[config.mk]
export PLATFORM = sky130hd
export DESIGN_NAME = rr_burst_arbiter_flat
export DESIGN_NICKNAME = d
export VERILOG_FILES = /design/src/rtl/rr_burst_arbiter_pkg.sv /design/src/rtl/rr_burst_arbiter_if.sv /design/src/rtl/rr_burst_arbiter_priority_select.sv /design/src/rtl/rr_burst_arbiter.sv /design/src/flat_wrapper.sv
export SDC_FILE = /design/constraint.sdc
export NUM_CORES = 1
export LEC_CHECK = 0
export ABC_AREA = 1
export CORE_ASPECT_RATIO = 1.1
export CORE_UTILIZATION = 47
export CTS_CLUSTER_SIZE = 30
export DETAILED_ROUTE_END_ITERATION = 12
export PLACE_DENSITY = 0.87
export RECOVER_POWER = 100
export SLEW_MARGIN = 20
export SYNTH_ARGS = -nofsm -noshare
export SYNTH_HDL_FRONTEND = slang
export SYNTH_SLANG_ARGS = --single-unit
[constraint.sdc]
create_clock -name CLK -period 7.5 [get_ports CLK]
set_clock_uncertainty 0.2 [all_clocks]
set_input_delay 0.75 -clock CLK [delete_from_list [all_inputs] [get_ports CLK]]
set_output_delay 0.75 -clock CLK [all_outputs]
set_load 0.005 [all_outputs]
[src/rtl/rr_burst_arbiter_pkg.sv]
// rr_burst_arbiter_pkg: FSM encoding, burst counter sizing and clog2 helper
package rr_burst_arbiter_pkg;
    typedef enum logic {IDLE = 1'b0, GRANT = 1'b1} state_t;
    localparam int BURST_W = 8;
    localparam int BURST_SAT = (1 << BURST_W) - 1;
    function automatic int clog2(input int n);
        int r = 0;
        while ((1 << r) < n) r++;
        return (r < 1) ? 1 : r;
    endfunction
endpackage

[src/rtl/rr_burst_arbiter_if.sv]
// rr_burst_arbiter_if: channel request/data bundle and merged output stream
interface rr_burst_arbiter_if import rr_burst_arbiter_pkg::*; #(
    parameter int WIDTH = 5,
    parameter int DSIZE = 32,
    parameter int IDW   = clog2(WIDTH)
);
    logic [WIDTH-1:0]       CH_ENABLE;
    logic [WIDTH-1:0]       WRITE_REQ;
    logic [WIDTH-1:0]       HOLD_REQ;
    logic [WIDTH*DSIZE-1:0] DATA_IN;
    logic [WIDTH-1:0]       READ_GRANT;
    logic                   READY_OUT;
    logic                   WRITE_OUT;
    logic [DSIZE-1:0]       DATA_OUT;
    logic [IDW-1:0]         CHANNEL_OUT;
    logic [WIDTH-1:0]       GRANT_OUT;
    modport master (
        output CH_ENABLE, WRITE_REQ, HOLD_REQ, DATA_IN, READY_OUT,
        input  READ_GRANT, WRITE_OUT, DATA_OUT, CHANNEL_OUT, GRANT_OUT
    );
    modport slave (
        input  CH_ENABLE, WRITE_REQ, HOLD_REQ, DATA_IN, READY_OUT,
        output READ_GRANT, WRITE_OUT, DATA_OUT, CHANNEL_OUT, GRANT_OUT
    );
endinterface

[src/rtl/rr_burst_arbiter_priority_select.sv]
// rr_priority_select: rotating-priority encoder, searches last+1, last+2, ... with wrap
module rr_priority_select import rr_burst_arbiter_pkg::*; #(
    parameter int WIDTH = 5,
    parameter int IDW   = clog2(WIDTH)
) (
    input  logic [WIDTH-1:0] req_i,
    input  logic [IDW-1:0]   last_i,
    output logic [WIDTH-1:0] gnt_o,
    output logic [IDW-1:0]   idx_o
);
    logic [IDW-1:0] k;
    // walk from the farthest candidate to the nearest so the nearest match wins
    always_comb begin
        gnt_o = '0;
        idx_o = '0;
        k     = '0;
        for (int i = WIDTH; i >= 1; i--) begin
            k = IDW'((int'(last_i) + i) % WIDTH);
            if (req_i[k]) begin
                gnt_o = WIDTH'(1) << k;
                idx_o = k;
            end
        end
    end
endmodule

[src/rtl/rr_burst_arbiter.sv]
// rr_burst_arbiter: round-robin merge of N FWFT FIFOs with enable mask, bounded bursts and hold
module rr_burst_arbiter import rr_burst_arbiter_pkg::*; #(
    parameter  int WIDTH     = 5,
    parameter  int DSIZE     = 32,
    parameter  int MAX_BURST = 16,
    localparam int IDW       = clog2(WIDTH)
) (
    input logic CLK,
    input logic RSTn,
    rr_burst_arbiter_if.slave bus
);
    state_t               state_q, state_d;
    logic [IDW-1:0]       owner_q, owner_d, last_q, last_d, chan_q, chan_d, sel_idx;
    logic [BURST_W-1:0]   burst_q, burst_d, burst_inc;
    logic [DSIZE-1:0]     data_q, data_d;
    logic                 wr_q, wr_d, granted, pop, rel;
    logic [WIDTH-1:0]     eligible, sel_onehot;
    logic [DSIZE-1:0]     din [WIDTH];

    for (genvar g = 0; g < WIDTH; g++) begin : g_din
        assign din[g] = bus.DATA_IN[g*DSIZE +: DSIZE];
    end

    rr_priority_select #(.WIDTH(WIDTH), .IDW(IDW)) u_sel (
        .req_i  (eligible),
        .last_i (last_q),
        .gnt_o  (sel_onehot),
        .idx_o  (sel_idx)
    );

    assign eligible  = bus.WRITE_REQ & bus.CH_ENABLE;
    assign granted   = state_q == GRANT;
    assign pop       = granted && eligible[owner_q] && bus.READY_OUT;
    assign burst_inc = (burst_q == BURST_W'(BURST_SAT)) ? burst_q : burst_q + 1'b1;
    // a held channel keeps the grant past MAX_BURST; only a disable breaks the hold
    assign rel = granted && (!bus.CH_ENABLE[owner_q]
                 || (!bus.WRITE_REQ[owner_q] && !bus.HOLD_REQ[owner_q])
                 || (pop && int'(burst_inc) >= MAX_BURST && !bus.HOLD_REQ[owner_q]));

    always_comb begin
        state_d = state_q;
        owner_d = owner_q;
        last_d  = last_q;
        burst_d = burst_q;
        if (!granted && |sel_onehot) begin
            state_d = GRANT;
            owner_d = sel_idx;
            burst_d = '0;
        end
        if (pop) burst_d = burst_inc;
        if (rel) begin
            state_d = IDLE;
            last_d  = owner_q;
        end
    end

    assign wr_d   = pop;
    assign data_d = pop ? din[owner_q] : data_q;
    assign chan_d = pop ? owner_q : chan_q;

    always_ff @(posedge CLK or negedge RSTn) begin
        if (!RSTn) begin
            state_q <= IDLE;
            owner_q <= '0;
            last_q  <= IDW'(WIDTH - 1);
            burst_q <= '0;
            wr_q    <= 1'b0;
            data_q  <= '0;
            chan_q  <= '0;
        end else begin
            state_q <= state_d;
            owner_q <= owner_d;
            last_q  <= last_d;
            burst_q <= burst_d;
            wr_q    <= wr_d;
            data_q  <= data_d;
            chan_q  <= chan_d;
        end
    end

    assign bus.READ_GRANT  = pop ? WIDTH'(1) << owner_q : '0;
    assign bus.GRANT_OUT   = granted ? WIDTH'(1) << owner_q : '0;
    assign bus.WRITE_OUT   = wr_q;
    assign bus.DATA_OUT    = data_q;
    assign bus.CHANNEL_OUT = chan_q;
endmodule

[src/flat_wrapper.sv]
// flat-port wrapper written by rule: the top's interface ports become plain ports
module rr_burst_arbiter_flat import rr_burst_arbiter_pkg::*;
#(
    parameter  int WIDTH     = 5,
    parameter  int DSIZE     = 32,
    parameter  int MAX_BURST = 16,
    localparam int IDW       = clog2(WIDTH)
)
  (CLK, RSTn, bus_CH_ENABLE, bus_WRITE_REQ, bus_HOLD_REQ, bus_DATA_IN, bus_READY_OUT, bus_READ_GRANT, bus_WRITE_OUT, bus_DATA_OUT, bus_CHANNEL_OUT, bus_GRANT_OUT);
  rr_burst_arbiter_if #(.WIDTH(WIDTH), .DSIZE(DSIZE), .IDW((clog2((5))))) bus_i ();
  input logic CLK;
  input logic RSTn;
  input wire logic [$bits(bus_i.CH_ENABLE)-1:0] bus_CH_ENABLE;
  input wire logic [$bits(bus_i.WRITE_REQ)-1:0] bus_WRITE_REQ;
  input wire logic [$bits(bus_i.HOLD_REQ)-1:0] bus_HOLD_REQ;
  input wire logic [$bits(bus_i.DATA_IN)-1:0] bus_DATA_IN;
  input wire logic [$bits(bus_i.READY_OUT)-1:0] bus_READY_OUT;
  output wire logic [$bits(bus_i.READ_GRANT)-1:0] bus_READ_GRANT;
  output wire logic [$bits(bus_i.WRITE_OUT)-1:0] bus_WRITE_OUT;
  output wire logic [$bits(bus_i.DATA_OUT)-1:0] bus_DATA_OUT;
  output wire logic [$bits(bus_i.CHANNEL_OUT)-1:0] bus_CHANNEL_OUT;
  output wire logic [$bits(bus_i.GRANT_OUT)-1:0] bus_GRANT_OUT;
  assign bus_i.CH_ENABLE = bus_CH_ENABLE;
  assign bus_i.WRITE_REQ = bus_WRITE_REQ;
  assign bus_i.HOLD_REQ = bus_HOLD_REQ;
  assign bus_i.DATA_IN = bus_DATA_IN;
  assign bus_i.READY_OUT = bus_READY_OUT;
  assign bus_READ_GRANT = bus_i.READ_GRANT;
  assign bus_WRITE_OUT = bus_i.WRITE_OUT;
  assign bus_DATA_OUT = bus_i.DATA_OUT;
  assign bus_CHANNEL_OUT = bus_i.CHANNEL_OUT;
  assign bus_GRANT_OUT = bus_i.GRANT_OUT;
  rr_burst_arbiter #(.WIDTH(WIDTH), .DSIZE(DSIZE), .MAX_BURST(MAX_BURST)) u_core (.CLK(CLK), .RSTn(RSTn), .bus(bus_i));
endmodule
Word level (Yosys, flattened, before mapping)
Cells that the tools add are included.
{"block": "op_classes", "order_cmp": 8, "div": 5, "eq_ne": 1, "muxes": 38, "n_reduce_logical": 16, "addsub": 6, "n_bitwise": 2, "n_shift": 6}
{"operator": "remainder unit 32 x 4 -> 32 bit (second input constant)", "count": 5}
{"operator": "binary-select mux 32 bit (select 3 bit)", "count": 1}
{"operator": "two-way mux 32 bit", "count": 2}
{"operator": "two-way mux 5 bit", "count": 7}
{"operator": "left shift 1 x 3 -> 5 bit (first input constant)", "count": 6}
{"operator": "binary-select mux 1 bit (select 3 bit)", "count": 9}
{"operator": "< comparator 3 x 4 -> 1 bit (second input constant)", "count": 6}
{"operator": "two-way mux 8 bit", "count": 3}
{"operator": "two-way mux 3 bit", "count": 5}
{"operator": "two-way mux 1 bit", "count": 11}
{"operator": "adder 3 x 2 -> 4 bit (second input constant)", "count": 2}
{"operator": "adder 3 x 3 -> 4 bit (second input constant)", "count": 2}
{"operator": "adder 8 x 1 -> 8 bit (second input constant)", "count": 1}
{"operator": "equality test 8 bit (second input constant)", "count": 1}
{"operator": "greater-or-equal comparator 8 x 5 -> 1 bit (second input constant)", "count": 1}
{"operator": "logical AND 1 bit", "count": 7}
{"operator": "AND 5 bit", "count": 1}
{"operator": "OR reduction 5 bit", "count": 1}
{"operator": "adder 3 x 1 -> 4 bit (second input constant)", "count": 1}
{"operator": "greater-or-equal comparator 4 bit (second input constant)", "count": 1}
{"operator": "zero test 1 bit", "count": 4}
{"operator": "NOT 3 -> 4 bit", "count": 1}
{"operator": "nonzero test 2 bit", "count": 2}
{"operator": "logical OR 1 bit", "count": 2}
{"block": "totals", "ff_bits": 51, "in_bits": 178, "output_inout_bits": 46, "word_cells": 89}

Longest topological paths before layout
{"block": "depth", "ltp_word": 13, "ltp_mapped": 35, "ltp_nobuf": 32}

By module
Synthesis repeated with hierarchy kept, for this count alone.
{"block": "unflattened", "cells_unflattened": 882, "hier_area_um2": 5375.2}
{"module": "rr_burst_arbiter", "seq_area_each_um2": 1277.5, "instances": 1, "cells_each": 537, "area_each_um2": 3452.1}
{"module": "rr_priority_select", "seq_area_each_um2": 0.0, "instances": 1, "cells_each": 345, "area_each_um2": 1923.1}

Worst setup path after synthesis
OpenSTA, ideal clock, no wires.
{"block": "synth_path", "path_type": "reg-to-reg", "from": "register u_core.last_q[0]", "to": "register u_core.owner_q[2]", "t_required_ps": 7183, "n_path_buf": 4, "path_slack_ps": 3027, "t_arrival_ps": 4156, "setup_time_ps": 117, "period_less_slack_ps": 4473, "path_stages_with_launch": 34, "path_cell_list": "dfrtp_1 -> buf_4 -> clkbuf_1 -> inv_1 -> ha_1 -> buf_2 -> inv_2 -> ha_1 -> nor2_1 -> nand3_1 -> nand2_2 -> xor2_2 -> ha_1 -> inv_1 -> or2_2 -> nand3_2 -> nand3_1 -> nand2_2 -> nor2_1 -> nor2_1 -> nand3_2 -> nand2_2 -> nor2_1 -> nand2_1 -> inv_1 -> nand2_1 -> nand2_1 -> nand2_1 -> nand2_1 -> nand2_2 -> nand2_4 -> buf_12 -> nand2_1 -> nand2_1"}
{"block": "synth_via", "elab_chain_len": 11, "elab_cells_between_ends": 37, "cone_classes": "5 x add/sub; 5 x div; 5 x shift; 20 x mux; 2 x reduce/logical"}
{"item": "start: declaration", "line_no": "rr_burst_arbiter.sv:13", "source": "logic [IDW-1:0] owner_q, owner_d, last_q, last_d, chan_q, chan_d, sel_idx;"}
{"item": "start signal: assignment", "line_no": "rr_burst_arbiter.sv:65", "source": "last_q <= IDW'(WIDTH - 1);"}
{"item": "start signal: assignment", "line_no": "rr_burst_arbiter.sv:73", "source": "last_q <= last_d;"}
{"item": "adder 3 x 3 -> 4 bit", "line_no": "rr_burst_arbiter_priority_select.sv:18", "source": "k = IDW'((int'(last_i) + i) % WIDTH);"}
{"item": "remainder unit 32 x 4 -> 32 bit", "line_no": "rr_burst_arbiter_priority_select.sv:18"}
{"item": "binary-select mux 1 bit (select 3 bit)", "line_no": "rr_burst_arbiter_priority_select.sv:19", "source": "if (req_i[k]) begin"}
{"item": "two-way mux 1 bit (implied by the code)", "line_no": "rr_burst_arbiter_priority_select.sv:19"}
{"item": "two-way mux 5 bit (5 in series)", "line_no": "rr_burst_arbiter_priority_select.sv:19"}
{"item": "OR reduction 5 bit", "line_no": "rr_burst_arbiter.sv:45", "source": "if (!granted && |sel_onehot) begin"}
{"item": "logical AND 1 bit", "line_no": "rr_burst_arbiter.sv:45"}
{"item": "end signal: assignment", "line_no": "rr_burst_arbiter.sv:72", "source": "owner_q <= owner_d;"}
{"item": "end: declaration", "line_no": "rr_burst_arbiter.sv:13"}
Several ways; a longest one is shown, not always the timed one. The select of a mux whose other input is x is not followed.
A chain may end at the register's enable or synchronous reset.

Worst setup path in the final report
{"block": "layout_path", "from": "register u_core.last_q[0]", "to": "register u_core.owner_q[0]"}
Same word-level chain as after synthesis.

==> out/results.ini <==
[min_path]
worst_hold_path_type = flip-flop to flip-flop

[timing]
rsz0062_at_grt = false
final-hold-violation-count = 0
fin_crit_sh_pct = 77.12
post-route-min-period_ps = 5784
timing.fmax_ghz = 0.1729
slew_viol_final = 95
final-setup-viol-count = 0
slew-limit-headroom_pct = -86.41
hold_ws_ps = 279.9
worstMarginPinSlew_ps = 2796
tns_ps = 0

[setup_path]
worstPathMaxFanout = 24
slowest_delay_ps = 880
endpoint_kind = flip-flop
required_ps = 7450
critPathKind = flip-flop to flip-flop
slowest_stage = dfrtp_1
worst_path_most_repeated_cell = nand2_1
cp.arrival_ps = 5740
startpoint_type = flip-flop

[finish]
most-common-layout-cells = 320 x nand2_1, 176 x clkdlybuf4s50_1, 59 x nand3_1
area_growth_pct = 45.87
final_layout_size_suffix_gt1_share_pct = 8.546
nNetsFinal = 1222
final_common_cell = nand2_1
finalNonFillerCells = 1166

[die]
core_area_um2 = 10910
fp.dieW_um = 102.9
die_h_um = 113.0
start_util_pct = 48.28
dieArea_um2 = 11640
num_rows = 40
io_pins = 224

[power_and_ir_drop]
design_power_total_mw = 3.497
peakVddDrop_mv = 0.2812
power_density_nw_per_um2 = 455.1
leakage_nw = 3.514

[yosys]
synthTopCellsByArea = dfrtp_1 24%, nand2_1 22%, ha_1 6.4%
syn_avg_cell_area_um2 = 6.440
async_flop_share_pct = 100.0
synth_cells = 818
netlist_area_um2 = 5268
ys_seq_elements = 51
synth_top_family_by_area = simple AND/OR/NAND/NOR gates
ys_types = 52
synth.largest_area_cell = dfrtp_1
yosysWarningCount = 0
synth-xor-area-share_pct = 1.948
syn_nets = 1023
synth_edf_count = 0
synth_seq_area_share_pct = 24.25
synth_compound_area_share_pct = 18.57
synth_simple_gate_area_share_pct = 40.36
synth.top_cell.area_share_pct = 23.75
ys.flop_type = dfrtp_1
synth_fa_ha_area_share_pct = 6.413
synth_mux_area_share_pct = 0.1900

[clock_tree]
htree_num_levels = 2
cts_num_sinks = 51
cts-root-buf = clkbuf_16
cts_hold_buf = 0
clk_pin_slew_ps = 80
clk_latency_ps = 300
clockBufferDepth = 2
cts_tree = done
cts_resized = 0
post-cts-setup-buffers = 0
cts_buffers = 5

[place]
hpwlAfterDp_um = 14630
dp.cells = 1157
place_congestion = 0.8977
port_buffers = 223

[global_routing]
grt_start_max_net_pins = 90
grt_use_met3_pct = 8.647
antenna_found_initial = 2
gr-max-usage-layer = met2
grt_first_pass_wirelength_um = 30430
overflow = 0
grt_pass1_vias = 6218
grt.total_usage_pct = 33.97
grtUsageMet1_pct = 39.66
grtUsageMet2_pct = 58.04

[drt]
viasPerCell = 5.442
first_pass_iters = 5
vias = 6345
drc = 0
first_iter_violations = 466
drtAntennaViolNets = 0
routed_wl_um = 19100
wl_per_cell_um = 16.38

[status]
outcome = finished with violations
violations = max-capacitance violations, max-slew violations

[flow_run]
max_cap_violations = 2

[final timing paths]
check,start,end,slack (ps),cells after the start
worst min-delay path,u_core.bus.DATA_OUT[0],u_core.bus.DATA_OUT[0],280,2
min in group asynchronous,RSTn,u_core.bus.DATA_OUT[14],1250,2
worst max register to register,u_core.last_q[0],u_core.owner_q[0],1720,29
worst max-delay path,u_core.last_q[0],u_core.owner_q[0],1720,29
max in group asynchronous,RSTn,u_core.bus.DATA_OUT[1],4270,2
worst min register to register,u_core.bus.DATA_OUT[0],u_core.bus.DATA_OUT[0],280,2
[state kept, by name, indices dropped and copies added, names as in the netlist]
name                    flops
u_core.owner_q              3
u_core.last_q               3
u_core.granted              1
u_core.burst_q              8
u_core.bus.CHANNEL_OUT      3
u_core.bus.WRITE_OUT        1
u_core.bus.DATA_OUT        32
[per-stage QoR]
step	area (um2)	setup WS, ps	util, %
finish	7684	1716	70.42
global route	7681	1190	70.40
CTS	7724	2425	70.79
detailed placement	7575	2443	69.43
global placement	7574	2657	69.42
floorplan	5268	3027	-
[layer usage]
metal / vias up / routed length, um
met5: - / 13
met4: 2 / 737
met3: 46 / 1677
met2: 254 / 9335
met1: 2925 / 7340
li1: 3118 / -
[worst max-delay path, delay by kind of cell (launching register included)]
kind | cells | cell delay, ps
simple gates | 20 | 2470
fa+ha+maj | 3 | 1060
flops | 1 | 880
buf+inv | 4 | 590
xor+xnor | 1 | 280
compound gates | 1 | 150
[cell type report]
cell class | count | area (um2)
antenna | 1 | 2.502
clock buffer | 5 | 125.1
clock inverter | 3 | 23.77
fill | 943 | 3227
inverter | 70 | 266.5
multi-input combinational | 660 | 3540
sequential | 51 | 1277
tap | 147 | 183.9
timing repair buffer | 229 | 2265
[kinds of logic (layout without fill, tap and decap cells)]
kind of cell,after synthesis,after routing
AND/OR/NAND/NOR,473,473
AO/OA/AOI/OAI,149,149
buffers and inverters,107,307
flip-flops,51,51
adder cells (fa/ha/maj),27,27
XOR/XNOR,10,10
multiplexers,1,1
other,0,1
[synth_stat cells, types with 10 or more instances]
master and count:
a21oi_1 35, a41oi_1 32, clkbuf_1 30, dfrtp_1 50
ha_1 27, inv_1 54, inv_2 11, nand2_1 315
nand2_2 22, nand3_1 59, nand3_2 13, nand4_1 10
nor2_1 26, nor3_1 10, o21ai_0 54
[power by group]
group	switching, mW	internal (mW)
registers	0.0931	0.380
clock network	0.113	0.125
logic	1.77	1.02
No activity file was read; power rests on OpenSTA's default activity.
